File: config.mk
export PLATFORM = sky130hd
export DESIGN_NAME = tug_of_war_ctrl
export DESIGN_NICKNAME = d
export VERILOG_FILES = /design/src/rtl/tug_of_war_ctrl.sv
export SDC_FILE = /design/constraint.sdc
export NUM_CORES = 1
export LEC_CHECK = 0
export ABC_AREA = 1
export BUFFER_PORTS_ARGS = -buffer_cell sky130_fd_sc_hd__buf_2
export CORE_AREA = 3 3 48 54
export DETAILED_ROUTE_END_ITERATION = 7
export DIE_AREA = 0 0 51 57
export HOLD_SLACK_MARGIN = 0.15
export PLACE_DENSITY = 0.74
export SLEW_MARGIN = 20
export SYNTH_ARGS = -nofsm -noshare
export SYNTH_HDL_FRONTEND = slang
export SYNTH_SLANG_ARGS = --single-unit
File: constraint.sdc
create_clock -name clk -period 1.8 [get_ports clk]
set_input_delay 0.36 -clock clk [delete_from_list [all_inputs] [get_ports clk]]
set_output_delay 0.36 -clock clk [all_outputs]
set_load 0.01 [all_outputs]
File: src/rtl/tug_of_war_ctrl.sv
// Tug-of-war game controller. Player presses move a shared light along the LED bar.
// The controller also keeps round scores and steps the match through idle, play, win and over.
module tug_of_war_ctrl #(
    parameter int NUM_LEDS = 9,
    parameter int SCORE_W  = 3
) (
    input  logic                clk,
    input  logic                reset,
    input  logic                l_press,
    input  logic                r_press,
    input  logic                start,
    output logic [NUM_LEDS-1:0] leds,
    output logic [SCORE_W-1:0]  l_score,
    output logic [SCORE_W-1:0]  r_score,
    output logic [1:0]          winner,
    output logic                game_over
);

    localparam int                  POS_W  = $clog2(NUM_LEDS);
    localparam logic [POS_W-1:0]    CENTRE = POS_W'((NUM_LEDS - 1) / 2);
    localparam logic [POS_W-1:0]    LAST   = POS_W'(NUM_LEDS - 1);
    localparam logic [SCORE_W-1:0]  MAX    = '1;
    localparam logic [NUM_LEDS-1:0] ONE    = NUM_LEDS'(1);

    typedef enum logic [1:0] {IDLE, PLAY, WIN, OVER} state_t;

    state_t               r_state, w_stateNext;
    logic [POS_W-1:0]     r_pos, w_posNext;
    logic [SCORE_W-1:0]   r_lScore, w_lScoreNext;
    logic [SCORE_W-1:0]   r_rScore, w_rScoreNext;
    logic [1:0]           r_winner, w_winnerNext;
    logic                 w_lOnly, w_rOnly;

    // Simultaneous presses cancel each other out.
    assign w_lOnly = l_press & ~r_press;
    assign w_rOnly = r_press & ~l_press;

    always_ff @(posedge clk or negedge reset) begin
        if (!reset) begin
            r_state  <= IDLE;
            r_pos    <= CENTRE;
            r_lScore <= '0;
            r_rScore <= '0;
            r_winner <= 2'b00;
        end else begin
            r_state  <= w_stateNext;
            r_pos    <= w_posNext;
            r_lScore <= w_lScoreNext;
            r_rScore <= w_rScoreNext;
            r_winner <= w_winnerNext;
        end
    end

    always_comb begin
        w_stateNext  = r_state;
        w_posNext    = r_pos;
        w_lScoreNext = r_lScore;
        w_rScoreNext = r_rScore;
        w_winnerNext = r_winner;
        case (r_state)
            IDLE: begin
                if (start) begin
                    w_stateNext = PLAY;
                    w_posNext   = CENTRE;
                end
            end
            PLAY: begin
                if (w_lOnly) begin
                    if (r_pos == LAST) begin
                        w_lScoreNext = r_lScore + 1'b1;
                        w_winnerNext = 2'b01;
                        w_stateNext  = (w_lScoreNext == MAX) ? OVER : WIN;
                    end else begin
                        w_posNext = r_pos + 1'b1;
                    end
                end else if (w_rOnly) begin
                    if (r_pos == '0) begin
                        w_rScoreNext = r_rScore + 1'b1;
                        w_winnerNext = 2'b10;
                        w_stateNext  = (w_rScoreNext == MAX) ? OVER : WIN;
                    end else begin
                        w_posNext = r_pos - 1'b1;
                    end
                end
            end
            WIN: begin
                if (start) begin
                    w_stateNext  = PLAY;
                    w_posNext    = CENTRE;
                    w_winnerNext = 2'b00;
                end
            end
            OVER: begin
                if (start) begin
                    w_stateNext  = IDLE;
                    w_posNext    = CENTRE;
                    w_lScoreNext = '0;
                    w_rScoreNext = '0;
                    w_winnerNext = 2'b00;
                end
            end
            default: w_stateNext = IDLE;
        endcase
    end

    // Outputs depend only on registered state, so they change one cycle after the inputs.
    always_comb begin
        leds      = '0;
        game_over = 1'b0;
        case (r_state)
            IDLE: leds = ONE << CENTRE;
            PLAY: leds = ONE << r_pos;
            WIN:  leds = '0;
            OVER: begin
                leds      = '1;
                game_over = 1'b1;
            end
            default: leds = '0;
        endcase
    end

    assign l_score = r_lScore;
    assign r_score = r_rScore;
    assign winner  = r_winner;

endmodule
**Word-level counts from Yosys, hierarchy flattened**

Index checks and enable logic that the tools add are counted.

- Output and inout bits: 18
- Logic and storage cells: 76
- Input bits: 5
- Bits in registers: 14

- $add $sub $neg: 4
- Equal/unequal tests: 20
- Shifts and indexed selects: 1
- Bitwise operators: 4
- Muxes and demuxes: 30
- Reduce and logical (&&, ||, !) cells: 12

Operators with widths:

| cell | count |
|---|---|
| $pmux W9 S4 | 1 |
| $mux W2 | 10 |
| $mux W4 | 5 |
| $mux W3 | 6 |
| $ne A3 B3 Y1 const B | 5 |
| $reduce_and A5 Y1 | 3 |
| $ne A2 B2 Y1 const B | 6 |
| $pmux W3 S2 | 2 |
| $shl A1 B4 Y9 const A | 1 |
| $pmux W4 S2 | 1 |
| $reduce_and A4 Y1 | 2 |
| $add A3 B1 Y3 const B | 2 |
| $eq A3 B3 Y1 const B | 2 |
| $ne A2 B1 Y1 const B | 3 |
| $pmux W2 S3 | 1 |
| $add A4 B1 Y4 const B | 1 |
| $eq A2 B2 Y1 const B | 2 |
| $eq A4 B4 Y1 const B | 1 |
| $logic_not A4 Y1 | 1 |
| $pmux W2 S2 | 1 |
| $reduce_bool A2 Y1 | 2 |
| $reduce_or A2 Y1 | 2 |
| $sub A4 B1 Y4 const B | 1 |
| $mux W1 | 3 |
| other kinds (5) | 7 |

**Longest topological paths before layout**

Gate-level depths: netlist of the first run.

- Word-level depth: 7
- Gate-level depth with buffers: 11
- Depth with buffers taken out: 11

**Worst setup path before layout of the first run**

No wires, ideal clock.

- Kind: input to register
- Start point: input port r_press
- End point: register r_pos[2]
- Path slack: 0.247 ns
- Cell stages on the path: 11
- Arrival time: 1.482 ns
- Data required time: 1.728 ns
- Library setup time: 0.072 ns
- Buffers on the path: 0
- Cells stage by stage: inv_1 ha_1 inv_1 nand2_1 and2_1 ha_1 a21oi_1 nand2_1 nand2_1 nor2_1 o21ai_1

- Cells in the longest elaborated chain, start to end: 4
- Elaborated cells on any way between the ends: 9
- Those cells by class: eq/ne (3); mux (2); bitwise (3); reduce/logical (1)

Ends and longest elaborated chain:

| element | line | RTL |
|---|---|---|
| from (decl) | 10 | `input logic r_press,` |
| $not A1 Y1 | 35 | `assign w_lOnly = l_press & ~r_press;` |
| $and A1 B1 Y1 | 35 |  |
| $ne A3 B3 Y1 (no source line) / $mux W4 (equally long branches) | - |  |
| $reduce_and A4 Y1 (no source line) / $pmux W4 S2 (equally long branches) | - |  |
| to (signal assigned) | 47 | `r_pos <= w_posNext;` |
| to (decl) | 28 | `logic [POS_W-1:0] r_pos, w_posNext;` |

Parallel ways exist; a longest one is shown, timed or not.
A chain may end at the register's enable or synchronous reset.

**Worst setup path in the final report of the first run**

- Start point: register r_pos[2]
- End point: output port leds[8]

- Cells in the longest elaborated chain, start to end: 2

Ends and longest elaborated chain:

| element | line | RTL |
|---|---|---|
| $shl A1 B4 Y9 | 112 | `PLAY: leds = ONE << r_pos;` |
| $pmux W9 S4 | 110 | `case (r_state)` |
| to (decl) | 12 | `output logic [NUM_LEDS-1:0] leds,` |

Every way passes these cells.

==> key figures, run 1 <==
Run status
  – Run status: finished, violations left
  – Failing checks: negative setup slack

Clocking
  – Root buf cell: clkbuf_4
  – Maximum clock path buffer count: 2
  – H-tree lvl count: 1
  – CTS tree: built
  – Clock sink total: 14
  – CTS Buf Count: 3
  – Clock latency on the worst-skew pair: 0.29 ns
  – Reg clk slew, reported paths: 0.10 ns

Worst setup path
  – CP max FO: 4
  – WS Path Type: flop to output pin
  – Slowest cell on the critical path: dfstp_2
  – Reg2Reg Launch Point: r_pos[2]
  – WP data arrival: 1.48 ns
  – WP buf/inv: 3
  – Crit-path max cell delay: 0.57 ns
  – Worst reg2reg path depth: 10
  – CP startpoint kind: flop
  – RR Endpoint: r_pos[3]
  – Worst Setup SP: r_pos[2]
  – Number of cells on the critical path: 7
  – Crit-path cells: buf_6 > nor2_2 > nand2_1 > inv_1 > nand2_1 > nand2_1 > buf_2
  – Req. time, crit path: 1.44 ns
  – Worst setup path endpoint: leds[8]
  – Delay-heaviest family, CP: flip-flops
  – R2R setup slack: 0.19 ns
  – Most used cell, CP: nand2_1
  – CP Capture Type: output pin

Flow run
  – Max cap viols: 0

Final layout
  – Ant. Diodes: 0
  – Fill count: 190
  – Layout cells sized above 1: 31.4%
  – Final net count: 207
  – P&R area growth vs syn: 27.8%
  – Final core occ: 66.9%

Timing
  – Setup Viol. Count Final: 1
  – Final Critical Period: 1.84 ns
  – Clk_skew: 0.00622 ns
  – Fmax: 0.543 GHz
  – Setup TNS: -0.0429 ns
  – Final WS setup: -0.0429 ns
  – RSZ-0062 raised after global routing: yes
  – Slew @ Worst Pin: 0.358 ns
  – Slew margin rel.: 76.1%
  – Tcrit/Tclk final: 102%
  – Min Hold Slack: 0.439 ns
  – Final hold vios: 0
  – Final-report max-slew violation count: 0

Yosys
  – Ranking of synthesized cells by area: dfrtp_1 (30%), nand2_1 (17%), ha_1 (8.1%)
  – Mapped Area: 1080 µm²
  – Count leader, synth: nand2_1
  – #FFs+latches synth: 14
  – Count of cell types in the netlist: 23
  – Avg Cell Area, Syn: 6.75 µm²
  – Synthesized Nets: 172
  – Top cells by count, synth: nand2_1 (50), inv_1 (21), o21ai_0 (15)
  – Yosys warning total: 0
  – Synth top area share: 30.1%
  – Main synth FF type: dfrtp_1
  – Syn Inst Count: 160
  – EDFF count, synth: 0
  – Async S/R FF share, synth: 100%
  – Register area share after synthesis: 32.6%
  – Cell accounting for the most synthesized area: dfrtp_1

Detailed routing
  – Vias: 1157
  – Routed len/inst: 13.4 µm
  – Drt initial violations: 38
  – Drt first pass iters: 5
  – Vias per Instance: 5.21
  – DRC: 0
  – ANT nets after route: 0
  – Routed wire length: 2970 µm

Floorplan
  – I/O pins: 23
  – Total Die Area: 2910 µm²
  – Die Span Y: 57 µm
  – Num rows: 17
  – Core footprint: 2060 µm²
  – Initial Util: 52.3%
  – DIE WIDTH: 51 µm

Global route
  – Initial antenna violation count: 0
  – Vias in the first global route: 1065
  – GRT Overall Usage: 20.8%
  – Grt ovf: 0
  – Largest net degree at the start of global routing: 15
  – First-pass GRT wire length: 4630 µm

Pwr
  – Worst vdd ir: 0.000895 V
  – PwrDens: 1690 nW/µm²
  – Sequential share of power: 28.1%
  – Internal Dissipation: 1.16 mW
  – Pwr Total: 2.33 mW
  – Leakage: 0.766 nW
  – Comb pwr share: 61.4%
  – Switching Fraction: 50.1%
  – Total net switching power: 1.17 mW
  – Clock power share: 10.5%

Min path
  – Worst min-delay path class: input port to flop
  – Hold path depth: 4

Placed design
  – Final HPWL DP: 2000 µm
  – Gpl congestion: 0.890
  – IO buf count: 22
  – Pre-CTS setup slack: -0.0172 ns
layout by cell type (no fill, tap or decap), types with 2 or more instances in the layout:
master and instances:
clkbuf_4 3, xor2_1 2, dfrtp_2 5, nand2_1 49, nor2_1 10, o21ai_1 10, o21ai_0 8, nand3_1 14
nand2_2 4, inv_2 5, inv_1 18, buf_2 22, nor2_4 4, a21oi_1 2, buf_4 7, dfrtp_1 8
nor3_1 2, ha_1 7
worst register-to-register path, cell delays in order, from the launching register on:
cell     delay, ns
dfstp_2       0.57
buf_6         0.13
buf_4         0.10
ha_1          0.25
nand2_1       0.07
inv_1         0.04
nand3_1       0.09
nand2_1       0.07
nand2_1       0.06
nand2_1       0.05
o21ai_1       0.11
layout make-up:
type,instances,area [µm²],area share [%]
clock buffers,4,36.3,2.63
inverters,24,91.3,6.62
multi-input cells,121,676,49.0
flip-flops and latches,14,358,25.9
well taps,28,35.0,2.54
repair buffers,31,184,13.3
metal layers:
metal  share of wire [%]  GRT usage (%)  vias to the layer above
met5                   0              0                        -
met4                 2.7           9.23                        0
met3                 5.0           2.87                        9
met2                  50           37.2                       45
met1                  42           24.2                      528
li1                    -              -                      575
registers in the layout (all words and copies together), names as in the netlist:
register and count:
r_pos 4, r_state 2, r_score 3, winner 2
l_score 3
through the flow:
| stage | std cells | instance area, µm² |
|---|---|---|
| after floorplan | 160 | 1080 |
| after global placement | 210 | 1220 |
| after detailed placement | 210 | 1220 |
| after CTS | 216 | 1300 |
| after global routing | 222 | 1380 |
| final | 222 | 1380 |
worst min-delay path by stage:
stage          start         end
5_1_grt        start  r_score[1]
6_report       start  r_score[2]
3_3_place_gp   reset  r_score[1]
3_5_place_dp   reset  r_score[1]
4_1_cts        start  r_score[2]
2_1_floorplan  reset  l_score[0]
power groups by stage:
stage | clock (mW) | combinational (mW) | sequential, mW
6_report | 0.245 | 1.43 | 0.656
3_5_place_dp | 0 | 1.19 | 0.623
4_1_cts | 0.248 | 1.25 | 0.629
5_1_grt | 0.267 | 1.59 | 0.675
2_1_floorplan | 0 | 0.836 | 0.621
3_3_place_gp | 0 | 1.16 | 0.617
timing repair:
| item | in CTS | in global routing |
|---|---|---|
| resized for setup | 8 | 18 |
| setup buffers | 1 | 6 |
| endpoints found under the hold margin | 13 | 0 |
| pin swaps | 1 | 5 |
| endpoints found under the setup margin | 6 | 9 |
| hold buffers | 1 | 0 |
cells by family after synthesis:
kind of cell / after synthesis / share of synthesized area, %
buffers and inverters: 25 / 9.15
DFF: 14 / 32.6
adders and majority gates: 7 / 8.11
and+or+nand+nor: 91 / 38.8
AOI/OAI and AO/OA: 21 / 9.73
xor gates and xnor gates: 2 / 1.62
(Power assumes the default switching activity.)
==> run 2, diff against run 1 <==
--- a/config.mk
+++ b/config.mk
@@ -5,7 +5,7 @@
 export SDC_FILE = /design/constraint.sdc
 export NUM_CORES = 1
 export LEC_CHECK = 0
-export ABC_AREA = 1
+export ABC_AREA = 0
 export BUFFER_PORTS_ARGS = -buffer_cell sky130_fd_sc_hd__buf_2
 export CORE_AREA = 3 3 48 54
 export DETAILED_ROUTE_END_ITERATION = 7
==> key figures, run 2 <==
Run status
  – Run status: finished, violations left
  – Failing checks: negative setup slack

Yosys
  – Register area share after synthesis: 32.4%
  – Mapped Area: 1080 µm²
  – Main synth FF type: dfrtp_1
  – Count leader, synth: nor2_1
  – Syn Inst Count: 128
  – Top cells by count, synth: nor2_1 (21), dfrtp_1 (13), a21oi_1 (11), inv_1 (11), nand2_1 (9)
  – EDFF count, synth: 0
  – Count of cell types in the netlist: 42
  – Synthesized Nets: 140
  – Cell accounting for the most synthesized area: dfrtp_1
  – Ranking of synthesized cells by area: dfrtp_1 (30%), ha_1 (8.1%), nor2_1 (7.3%)
  – Synth top area share: 30.0%
  – Avg Cell Area, Syn: 8.47 µm²
  – #FFs+latches synth: 14
  – Yosys warning total: 0
  – Async S/R FF share, synth: 100%

Final layout
  – Largest register FFs: 4
  – Final net count: 187
  – Ant. Diodes: 0
  – Fill count: 170
  – Commonest non-fill, non-tap cell in the layout: buf_2
  – FF/Latch Area: 352 µm²
  – Multi-input gate area: 766 µm²
  – P&R area growth vs syn: 41.4%
  – Final Instance Area: 1530 µm²
  – Fin cells: 202
  – Most flop-heavy register: r_pos
  – Layout cells sized above 1: 43.1%
  – Commonest cells after routing, fill and taps aside: buf_2 (22), buf_4 (20), nor2_1 (19)
  – Final core occ: 74.3%

Worst setup path
  – Req. time, crit path: 1.44 ns
  – Crit-path max cell delay: 0.56 ns
  – WP data arrival: 1.54 ns
  – Reg2Reg Launch Point: r_pos[1]
  – Crit-path cells: or4_4 > a21oi_2 > buf_2
  – Worst Setup SP: r_pos[1]
  – CP Capture Type: output pin
  – R2R setup slack: -0.08 ns
  – CP startpoint kind: flop
  – CP max FO: 3
  – RR Endpoint: r_state[0]
  – WS Path Type: flop to output pin
  – Worst setup path endpoint: leds[0]
  – Slowest cell on the critical path: or4_4
  – Worst reg2reg path depth: 6

Detailed routing
  – Vias per Instance: 5.67
  – DRC: 0
  – Routed wire length: 3290 µm
  – Vias: 1146
  – Drt first pass iters: 4
  – Routed len/inst: 16.3 µm
  – Drt initial violations: 31
  – ANT nets after route: 0

Floorplan
  – Num rows: 17
  – Initial Util: 52.6%
  – DIE WIDTH: 51 µm
  – Core footprint: 2060 µm²
  – I/O pins: 23
  – Die Span Y: 57 µm
  – Total Die Area: 2910 µm²

Flow run
  – Max cap viols: 0

Clocking
  – CTS tree: built
  – Clock sink total: 14
  – H-tree lvl count: 1
  – CTS Buf Count: 3
  – Reg clk slew, reported paths: 0.09 ns
  – Clock latency on the worst-skew pair: 0.29 ns
  – Maximum clock path buffer count: 2
  – Root buf cell: clkbuf_4

Timing
  – Final-report max-slew violation count: 0
  – Final Critical Period: 1.90 ns
  – Fmax: 0.525 GHz
  – Tcrit/Tclk final: 106%
  – Slew @ Worst Pin: 0.649 ns
  – Final hold vios: 0
  – Slew margin rel.: 56.1%
  – RSZ-0062 raised after global routing: yes
  – Clk_skew: 0.00207 ns
  – Final WS setup: -0.103 ns
  – Setup Viol. Count Final: 7

Placed design
  – Gpl congestion: 0.898
  – Final HPWL DP: 2210 µm
  – IO buf count: 22
  – Area post-placement: 1330 µm²
  – # placed instances: 190
  – Pre-CTS setup slack: -0.107 ns

Pwr
  – PwrDens: 1520 nW/µm²
  – Pwr Total: 2.33 mW
  – Worst vdd ir: 0.000929 V
  – Leakage: 0.755 nW

Global route
  – Grt ovf: 0
  – Initial antenna violation count: 0
  – GRT Overall Usage: 22.4%
  – Largest net degree at the start of global routing: 15
  – First-pass GRT wire length: 5040 µm
  – Vias in the first global route: 1140

Min path
  – Worst min-delay path class: input port to flop
  – Hold Crit Start: start
[run 2: changes by cell type after synthesis, moves of 4 or more]
cell      before  now
nand3_1       14    2
nand2b_1       0    4
a21oi_1        2   11
inv_1         21   11
nand2_1       50    9
nand2_2        4    0
nor2_1        12   21
o21ai_0       15    7
[run 2: repair_timing]
| action | in CTS | in global routing |
|---|---|---|
| setup buffers | 6 | 1 |
| setup endpoints to repair | 7 | 16 |
| hold buffers | 1 | 0 |
| hold endpoints to repair | 13 | 0 |
| pin swaps | 7 | 7 |
| resized for setup | 9 | 16 |
[run 2: critical path: cells and delay by family, from the launching register on]
kind,cells,cell delay (ns)
AOI/OAI and AO/OA,1,0.14
and+or+nand+nor,1,0.56
DFF,1,0.41
buffers and inverters,1,0.14
[run 2: area by class of cell]
type	count	area share, %
tap	28	2.28
multi-input combinational	99	49.9
clock buffer	4	2.37
timing repair buffer	46	19.8
sequential	14	22.9
inverter	11	2.69
[run 2: how the worst min path moves through the flow]
stage	slack (ns)	cells after the start	to
finish	0.38	2	r_state[1]
global route	0.38	2	r_state[1]
CTS	0.35	2	r_state[1]
detailed placement	0.28	1	r_pos[1]
global placement	0.27	1	r_pos[1]
floorplan	0.06	0	l_score[0]
[run 2: where the power goes]
| part | switching [mW] | internal [mW] |
|---|---|---|
| Clock | 0.114 | 0.123 |
| Sequential | 0.0983 | 0.412 |
| Combinational | 0.876 | 0.703 |
[run 2: layer usage]
metal / up-vias / global-route usage, % / share of wire [%]
met3: 8 / 2.61 / 5.7
met1: 547 / 27.9 / 41
li1: 549 / - / -
met2: 42 / 39.8 / 52
met4: 0 / 6.92 / 1.9
met5: - / 0 / 0
[run 2: per-stage QoR]
| stage | hold WS (ns) | setup TNS, ns |
|---|---|---|
| 3_3_place_gp | 0.270 | -0.0614 |
| 6_report | 0.379 | -0.433 |
| 2_1_floorplan | 0.0644 | 0 |
| 4_1_cts | 0.353 | -0.287 |
| 5_1_grt | 0.379 | -1.15 |
| 3_5_place_dp | 0.276 | -0.125 |
[run 2: cell families (layout without fill, tap and decap cells)]
kind of cell               count (synthesis)  count (layout)  synth area share, %
AOI/OAI and AO/OA                         36              36                 21.9
xor gates and xnor gates                   4               4                 3.23
adders and majority gates                  7               7                 8.07
buffers and inverters                     15              61                 6.69
DFF                                       14              14                 32.4
muxes                                      1               1                 1.04
and+or+nand+nor                           51              51                 26.6
